==> src/rtl/fpu_cvt_stage.sv <==
// Two-stage int-to-float conversion pipeline around an external combinational converter.
// Optional saturating output-transfer counter (stat_count) enabled by defining FPU_CVT_STATS_EN.
module fpu_cvt_stage (
    input  logic        clk,
    input  logic        rstn,
    input  logic        flush,
    input  logic        in_valid,
    output logic        in_ready,
    input  logic [31:0] in_x,
    input  logic [4:0]  in_tag,
    output logic [31:0] cvt_x,
    input  logic [31:0] cvt_y,
    output logic        out_valid,
    input  logic        out_ready,
    output logic [31:0] out_y,
    output logic [4:0]  out_tag,
`ifdef FPU_CVT_STATS_EN
    output logic [15:0] stat_count,
`endif
    output logic        busy
);

    // S1 holds the raw operand, S2 the converted result.
    logic        v1;
    logic [31:0] s1_x;
    logic [4:0]  s1_tag;
    logic        v2;
    logic [31:0] s2_y;
    logic [4:0]  s2_tag;

    logic adv1;
    logic adv2;
    logic in_fire;
    logic out_fire;

    // NOTE: combinational handshake logic uses continuous assigns, so no path can infer a latch.
    assign adv2     = !v2 || out_ready;
    assign adv1     = !v1 || adv2;
    assign in_ready = adv1 && !flush && rstn;
    assign in_fire  = in_valid && in_ready;
    assign out_fire = v2 && out_ready;

    assign cvt_x     = v1 ? s1_x : 32'h0;
    assign out_valid = v2;
    assign out_y     = s2_y;
    assign out_tag   = s2_tag;
    assign busy      = v1 || v2;

    // NOTE: all state uses non-blocking assignments so S1->S2 and input->S1 move in the same edge.
    always_ff @(posedge clk) begin
        if (!rstn) begin
            v1     <= 1'b0;
            s1_x   <= 32'h0;
            s1_tag <= 5'h0;
            v2     <= 1'b0;
            s2_y   <= 32'h0;
            s2_tag <= 5'h0;
        end else if (flush) begin
            // Kill validity only; payload registers keep their last contents.
            v1 <= 1'b0;
            v2 <= 1'b0;
        end else begin
            if (adv2) begin
                if (v1) begin
                    s2_y   <= cvt_y;
                    s2_tag <= s1_tag;
                    v2     <= 1'b1;
                end else begin
                    v2 <= 1'b0;
                end
            end
            if (in_fire) begin
                s1_x   <= in_x;
                s1_tag <= in_tag;
                v1     <= 1'b1;
            end else if (adv1) begin
                v1 <= 1'b0;
            end
        end
    end

`ifdef FPU_CVT_STATS_EN
    // Counts every output handshake, flush or not; only reset clears it.
    always_ff @(posedge clk) begin
        if (!rstn) begin
            stat_count <= 16'h0;
        end else if (out_fire && stat_count != 16'hFFFF) begin
            stat_count <= stat_count + 16'd1;
        end
    end
`endif

endmodule

==> config.mk <==
export PLATFORM = sky130hd
export DESIGN_NAME = fpu_cvt_stage
export DESIGN_NICKNAME = d
export VERILOG_FILES = /design/src/rtl/fpu_cvt_stage.sv
export SDC_FILE = /design/constraint.sdc
export NUM_CORES = 1
export LEC_CHECK = 0
export CAP_MARGIN = 20
export CORE_ASPECT_RATIO = 1.5
export CORE_MARGIN = 1.5
export CORE_UTILIZATION = 43
export CTS_BUF_LIST = sky130_fd_sc_hd__clkbuf_8
export CTS_CLUSTER_SIZE = 10
export DETAILED_ROUTE_END_ITERATION = 16
export PLACE_DENSITY = 0.81
export SYNTH_ARGS = -nofsm -noshare
export SYNTH_HDL_FRONTEND = slang
export SYNTH_SLANG_ARGS = --single-unit
==> constraint.sdc <==
create_clock -name clk -period 1.47 [get_ports clk]
set_input_delay 0.294 -clock clk [delete_from_list [all_inputs] [get_ports clk]]
set_output_delay 0.294 -clock clk [all_outputs]
set_load 0.005 [all_outputs]
# Yosys cells after proc, flatten, opt, wreduce, memory -nomap -nowiden
# Index checks and enable logic that the tools add are counted.
[word_totals] register_bits=76 word_cells=25 output_inout_bits=72 inputBits=74
[op_classes] bitwise=2 muxes=4 reduce_logical=13
[ops] cell="$mux W32" count=1
[ops] cell="$logic_and A1 B1 Y1" count=3
[ops] cell="$logic_not A1 Y1" count=3
[ops] cell="$logic_or A1 B1 Y1" count=3
[ops] cell="$mux W1" count=3
[ops] cell="$reduce_and A3 Y1" count=1
[ops] cell="$not A1 Y1" count=2
[ops] cell="$reduce_and A2 Y1" count=1
[ops] cell="$reduce_bool A2 Y1" count=1
[ops] cell="$reduce_or A2 Y1" count=1

# Logic depth before layout (Yosys ltp)
# Gate-level depths: netlist of the first run.
[logic_depth] word_depth=7 ltp_mapped=6 mapped_depth_nobuf=3

# Worst setup path after synthesis of the first run
# No wires, ideal clock.
[synth_timing] kind="register to output" startpoint="register v2, in the netlist out_valid" endpoint="output in_ready" arrival_time_ns=0.961 n_path_buf=2 t_required_ns=1.176 path_slack_ns=0.215 path_stages_with_launch=5 path_cell_list="dfxtp_1 > and2b_1 > buf_4 > buf_2 > a21oi_1"
[synth_via] elab_chain_cells=5
[synth_lines] item="from (decl)" line="27" text="logic v2;"
[synth_lines] item="from (signal assigned)" line="55" text="v2 <= 1'b0;"
[synth_lines] item="from (signal assigned)" line="61" text="v2 <= 1'b0;"
[synth_lines] item="from (signal assigned)" line="67" text="v2 <= 1'b1;"
[synth_lines] item="$logic_not A1 Y1" line="37" text="assign adv2 = !v2 || out_ready;"
[synth_lines] item="$logic_or A1 B1 Y1" line="37"
[synth_lines] item="$logic_or A1 B1 Y1" line="38" text="assign adv1 = !v1 || adv2;"
[synth_lines] item="$logic_and A1 B1 Y1 (2 in a row)" line="39" text="assign in_ready = adv1 && !flush && rstn;"
[synth_lines] item="to (decl)" line="8" text="output logic in_ready,"
# No other way between the ends.

# Worst setup path in the final report of the first run
[layout_timing] startpoint="register v1" endpoint="register s1_x[6]"
[layout_via] elab_chain_cells=6
[layout_lines] item="from (decl)" line="24" text="logic v1;"
[layout_lines] item="from (signal assigned)" line="52" text="v1 <= 1'b0;"
[layout_lines] item="from (signal assigned)" line="60" text="v1 <= 1'b0;"
[layout_lines] item="from (signal assigned)" line="75" text="v1 <= 1'b1;"
[layout_lines] item="$logic_not A1 Y1" line="38"
[layout_lines] item="$logic_or A1 B1 Y1" line="38"
[layout_lines] item="$logic_and A1 B1 Y1 (2 in a row)" line="39"
[layout_lines] item="$logic_and A1 B1 Y1" line="40" text="assign in_fire = in_valid && in_ready;"
[layout_lines] item="$reduce_and A2 Y1 (no line)"
[layout_lines] item="to (signal assigned)" line="73" text="s1_x <= in_x;"
[layout_lines] item="to (decl)" line="25" text="logic [31:0] s1_x;"
# No other way between the ends.
# A chain may end at the register's enable or synchronous reset.

==> summary.txt, run 1 <==
Run status
  • Run status: complete, but fails checks
  • Failing checks: negative setup slack

Logic synthesis
  • Synth cell count leaders: dfxtp_1, nand3_1, o21ai_0
  • Most frequent cell after synthesis: dfxtp_1
  • Cell area after synthesis: around 3200 µm²
  • Sequential area share after synthesis: a little under half
  • Cell taking the most area after synthesis: dfxtp_1
  • Synth Instances: approximately 380
  • Ys async rst share: 0%
  • Unique masters post-synth: 22
  • Top-area cell type share of the netlist area: 47.6%
  • EDFF count, synth: 0
  • FF+latch count, synth: 76
  • Mapped Avg Cell Area: between 8 and 9 µm²
  • Top_reg_cell synth: dfxtp_1
  • Syn_nets: ~460
  • Ys Warns: 0
  • Area contributors post-synth: dfxtp_1, nand3_1, a21boi_1

GRT
  • Gr ovfl total: 0
  • Vias in the first global route: 3058
  • Tot GR Track Use: 23.7%
  • Largest net degree at the start of global routing: between 70 and 80
  • Initial antenna violation count: 0
  • First-pass GRT wire length: roughly 15000 µm

Clocking
  • H-tree Lvls: 3
  • Num CTS Buffers: 9
  • Hold_buf cts: 0
  • Bufs on Longest Clock Path: 2
  • Root Buffer: clkbuf_8
  • Clock-pin slew on the worst setup and hold paths: approximately 0.08 ns
  • CTS tree: done
  • Worst skew pair latency: 0.35 ns
  • CTS sink cnt: between 70 and 80

Routing
  • Initial drt markers: between 150 and 200
  • Vias per inst: around 5.2
  • Final ANT Viol Nets: 0
  • DR pass1 iterations: 5
  • WL/cell: between 15 and 20 µm
  • Vias: roughly 3.4k
  • Routed WL: a little over 10000 µm
  • Drt drc: 0

STA
  • Fmax: around 630 MHz
  • Final setup viols: around 70
  • Worst hold slack: approximately 0.37 ns
  • Slew headroom: a little over half
  • Measured slew at the worst slew-check pin: ~0.68 ns
  • RSZ-0062 raised after global routing: true
  • Setup slack after layout: -0.130 ns
  • Hold Fails Final Rpt: 0
  • Clk_skew: ~0.012 ns
  • Fin. max-slew vios: 0
  • Tcrit/Tclk final: 109%
  • Min Clock Period, post-route: 1.60 ns

Setup path
  • CP Class: reg2reg
  • Critical R2R Launch: v1$_SDFFE_PP0P_
  • Worst R2R Setup Slack: -0.13 ns
  • Worst R2R End: s1_x[6]$_SDFFE_PN0P_
  • CP max FO: 8
  • R2R depth: 7
  • Critical path capture point type: flop
  • Critical Path RT: ~1.7 ns
  • Critical path launch point type: flop
  • Crit path DAT: ~1.8 ns

Cells and area
  • Fraction of layout cells with a size suffix above 1: roughly a third
  • Fillcell total: about 520
  • Layout area overhead: 74.2%
  • ANT cells: 0
  • Fin nets: between 600 and 700

Floorplanning
  • Starting density of the core: 44.2%
  • Core Area: 7230 µm²
  • Rows: 38
  • Die Ht: ~110 µm
  • Die Wd: about 73 µm
  • Die area: 7970 µm²
  • I/O pin count: ~150

Hold path
  • HP Class: in2reg
  • Endpoint, Worst Hold: v1$_SDFFE_PP0P_
  • Hold Crit Depth: 4
  • Hold path start: rstn

Pwr
  • Static leakage: 2.40 nW
  • P per Cell Area: between 700 and 800 nW/µm²
  • VDD IR-drop max: around 700 µV

Placement
  • Pre-CTS setup slack: -0.541 ns
  • Port Buffers: approximately 150
  • DPL Wire Length: around 6100 µm
  • GP Congestion: 0.795

Job
  • Max Cap Viol: 0
==> power breakdown <==
part / switching, mW / total [mW] / internal, mW
clock: 0.815 / 1.66 / 0.845
combinational: 0.228 / 0.611 / 0.383
sequential: 0.0381 / 2.17 / 2.13
total: 1.08 / 4.44 / 3.36
==> per-stage QoR <==
step                      utilization [%]  cell area, µm²  instances  setup TNS [ns]  total power [mW]
after detailed placement             66.7            4820        615          -16.31              2.71
after floorplan                         -            3200        384               0              2.39
final                                77.0            5570        646           -5.14              4.44
after global routing                 77.0            5570        646           -8.37              4.63
after CTS                            72.5            5240        638           -2.00              4.40
after global placement               66.7            4820        615          -14.15              2.70
==> cells in the final DEF, fill, tap and decap left out, types with 2 or more instances in the layout <==
cell,synthesis,layout
o21ai_1,30,4
nand3_1,74,73
a21boi_0,7,6
inv_6,0,2
buf_2,12,3
nand2_1,37,37
dfxtp_1,76,61
nand2b_1,3,3
and2_4,0,32
buf_4,5,18
dlymetal6s2s_1,0,6
a21boi_1,30,31
nor2_1,2,2
dfxtp_2,0,14
buf_16,0,3
dlygate4sd2_1,0,33
buf_6,6,38
clkbuf_8,0,10
buf_12,0,9
clkbuf_16,0,4
clkdlybuf4s50_1,0,71
o21ai_0,44,37
clkinvlp_4,0,2
o21ai_2,0,33
==> layer usage <==
layer | track usage [%] | vias to the layer above | wire, µm
li1 | - | 1631 | -
met1 | 26.3 | 1578 | 3760
met2 | 42.3 | 146 | 5670
met3 | 4.94 | 25 | 550
met4 | 11.2 | 0 | 333
met5 | 0 | - | 0
==> cell families after synthesis <==
family / after synthesis / synth area share, %
flip-flops: 76 / 47.6
buffers and inverters: 41 / 7.40
AO/OA/AOI/OAI: 113 / 20.6
AND/OR/NAND/NOR: 154 / 24.4
==> repair_timing <==
action | in CTS | in global routing
endpoints found under the setup margin | 70 | 91
gates resized for setup | 254 | 54
endpoints found under the hold margin | 0 | 0
cloned | 3 | 7
setup buffers | 4 | 1
pin swaps | 7 | 11
==> worst max path at each step <==
stage | startpoint | to | slack [ns]
after floorplan | out_valid$_SDFFE_PP0P_ | in_ready | 0.21
after global placement | out_ready | in_ready | -0.51
after detailed placement | out_ready | in_ready | -0.54
after CTS | v1$_SDFFE_PP0P_ | busy | -0.13
after global routing | v1$_SDFFE_PP0P_ | s1_x[6]$_SDFFE_PN0P_ | -0.17
final | v1$_SDFFE_PP0P_ | s1_x[6]$_SDFFE_PN0P_ | -0.13
==> critical path: stages (launching register included) <==
cell and delay [ns]:
dfxtp_4 0.37, buf_12 0.13, buf_6 0.11, buf_4 0.13, nand3b_1 0.18, and2_4 0.31, clkbuf_16 0.20, o21ai_2 0.06
==> state kept, by name, indices dropped and copies added, names as in the netlist <==
register / cells
out_tag: 5
v1: 1
out_valid: 1
s1_tag: 5
out_y: 32
s1_x: 32
==> final cells by class <==
class,count,area (µm²),share of cell area [%]
multi-input combinational,267,1650,29.7
tap,100,125,2.25
sequential,76,1540,27.7
clock inverter,6,71.3,1.28
inverter,1,3.75,0.0674
timing repair buffer,186,2030,36.5
clock buffer,10,138,2.47
Note: power is estimated with default switching activity, not from simulation.
==> inputs of run 2 (changes only) <==
--- a/config.mk
+++ b/config.mk
@@ -10,6 +10,7 @@
 export CORE_MARGIN = 1.5
 export CORE_UTILIZATION = 43
 export CTS_BUF_LIST = sky130_fd_sc_hd__clkbuf_8
+export CTS_CLUSTER_DIAMETER = 80
 export CTS_CLUSTER_SIZE = 10
 export DETAILED_ROUTE_END_ITERATION = 16
 export PLACE_DENSITY = 0.81
==> results of run 2 <==
Final layout, timing and power as in run 1 (identical DEF).
==> inputs of run 3 (changes only) <==
--- a/config.mk
+++ b/config.mk
@@ -13,7 +13,7 @@
 export CTS_CLUSTER_DIAMETER = 80
 export CTS_CLUSTER_SIZE = 10
 export DETAILED_ROUTE_END_ITERATION = 16
-export PLACE_DENSITY = 0.81
+export PLACE_DENSITY = 0.83
 export SYNTH_ARGS = -nofsm -noshare
 export SYNTH_HDL_FRONTEND = slang
 export SYNTH_SLANG_ARGS = --single-unit
==> summary.txt, run 3 (same netlist as run 1, synthesis figures left out) <==
STA
  • Setup slack after layout: -0.166 ns
  • Fmax: ~610 MHz
  • Clk_skew: roughly 0.0048 ns
  • RSZ-0062 raised after global routing: true
  • Slew headroom: between 50 and 60%
  • Measured slew at the worst slew-check pin: between 0.6 and 0.7 ns
  • Fin. max-slew vios: 0
  • Hold Fails Final Rpt: 0
  • Final setup viols: 36
  • Min Clock Period, post-route: 1.64 ns
  • Tcrit/Tclk final: 111%

Floorplanning
  • Starting density of the core: between 40 and 50%
  • I/O pin count: 146
  • Die area: 7970 µm²
  • Die Ht: about 110 µm
  • Die Wd: 73.4 µm
  • Core Area: 7230 µm²
  • Rows: 38

Clocking
  • CTS tree: done
  • H-tree Lvls: 3
  • CTS sink cnt: 76
  • Root Buffer: clkbuf_8
  • Worst skew pair latency: around 0.34 ns
  • Num CTS Buffers: 9
  • Clock-pin slew on the worst setup and hold paths: 0.07 ns
  • Bufs on Longest Clock Path: 2
  • Hold_buf cts: 0

Setup path
  • CP Class: reg2out
  • R2R depth: 7
  • Critical path capture point type: output pin
  • Crit path DAT: 1.34 ns
  • Critical Path RT: 1.18 ns
  • CP max FO: 5
  • Critical path launch point type: flop

Cells and area
  • Fin nets: just over 600
  • Final Core Density: about three quarters
  • Fraction of layout cells with a size suffix above 1: between 20% and 30%
  • Layout area overhead: 68.1%
  • Most frequent cells in the layout: nand3_1, clkdlybuf4s50_1, dfxtp_1
  • Non-filler cells, final: about 640
  • ANT cells: 0
  • Most common cell after layout, fill and taps aside: nand3_1
  • Fillcell total: 585

Job
  • Max Cap Viol: 0

GRT
  • Initial antenna violation count: 0
  • Tot GR Track Use: around 25%
  • Gr ovfl total: 0
  • Largest net degree at the start of global routing: 75
  • First-pass GRT wire length: 15300 µm
  • Vias in the first global route: 3189

Pwr
  • VDD IR-drop max: a little over 600 µV
  • Static leakage: 2.29 nW
  • P per Cell Area: between 800 and 900 nW/µm²

Routing
  • Vias: 3327
  • WL/cell: 16.0 µm
  • Routed WL: roughly 10000 µm
  • Initial drt markers: ~240
  • Vias per inst: approximately 5.2
  • DR pass1 iterations: 4
  • Final ANT Viol Nets: 0
  • Drt drc: 0

Hold path
  • Hold Crit Depth: 4
  • HP Class: in2reg

Placement
  • GP Congestion: about 0.77
  • DPL Wire Length: between 5000 and 6000 µm
  • Inst Count DP: roughly 610
  • Port Buffers: 145

Run status
  • Run status: complete, but fails checks
  • Failing checks: negative setup slack
## run 3: changes by cell type in the layout (fill, tap and decap cells not counted), sizes merged
| cell | before | now |
|---|---|---|
| buf | 72 | 68 |
| inv | 3 | 2 |
| dlymetal6s2s | 6 | 4 |
| clkdlybuf4s50 | 71 | 72 |
| clkinvlp | 2 | 0 |
| dlygate4sd2 | 33 | 34 |
## run 3: worst max-delay path, cell delays in order, from the launching register on
cell and delay (ns):
dfxtp_4 0.37, buf_6 0.13, buf_12 0.13, buf_16 0.13, and2_4 0.14, buf_6 0.11
## run 3: layout make-up
cell class,instances,area [µm²],share of cell area (%)
repair buffers,181,1980,36.9
flip-flops and latches,76,1540,28.6
multi-input cells,267,1530,28.6
clock buffers,11,151,2.82
well taps,100,125,2.33
clock inverters,3,38.8,0.722
inverters,1,3.75,0.0699
## run 3: stage by stage
stage          power [mW]  setup WS [ns]  area [µm²]  hold slack, ns  setup TNS [ns]
2_1_floorplan        2.39          0.215        3200           0.423               0
3_3_place_gp         2.70         -0.519        4750           0.431          -13.34
3_5_place_dp         2.71         -0.497        4750           0.437          -16.61
4_1_cts              4.32         -0.180        5240           0.326           -3.61
5_1_grt              4.48         -0.206        5370           0.371           -4.03
6_report             4.31         -0.166        5370           0.356           -2.66
## run 3: path summary, 6_finish.rpt
check / to / slack, ns / start
max: cvt_x[29] / -0.17 / v1$_SDFFE_PP0P_
min: v1$_SDFFE_PP0P_ / 0.36 / rstn
max reg2reg: out_y[0]$_SDFFE_PN0P_ / -0.08 / v1$_SDFFE_PP0P_
min reg2reg: s1_x[4]$_SDFFE_PN0P_ / 0.45 / s1_x[4]$_SDFFE_PN0P_
## run 3: layer usage
layer	vias up	wire length [µm]	global-route usage [%]
li1	1612	-	-
met3	22	642	6.80
met4	0	231	13.1
met5	-	0	0
met2	124	5520	42.9
met1	1569	3840	27.0
## run 3: power by group
| part | total, mW | internal, mW | switching [mW] |
|---|---|---|---|
| logic | 0.574 | 0.367 | 0.207 |
| registers | 2.17 | 2.13 | 0.0391 |
| clock network | 1.56 | 0.850 | 0.714 |
| total | 4.31 | 3.35 | 0.960 |
## run 3: timing repair
action                     in CTS  in global routing
setup endpoints to repair      69                 52
cloned                          5                  3
hold endpoints to repair        0                  0
resized for setup             250                 24
pin swaps                      10                  5
setup buffers                   8                  1
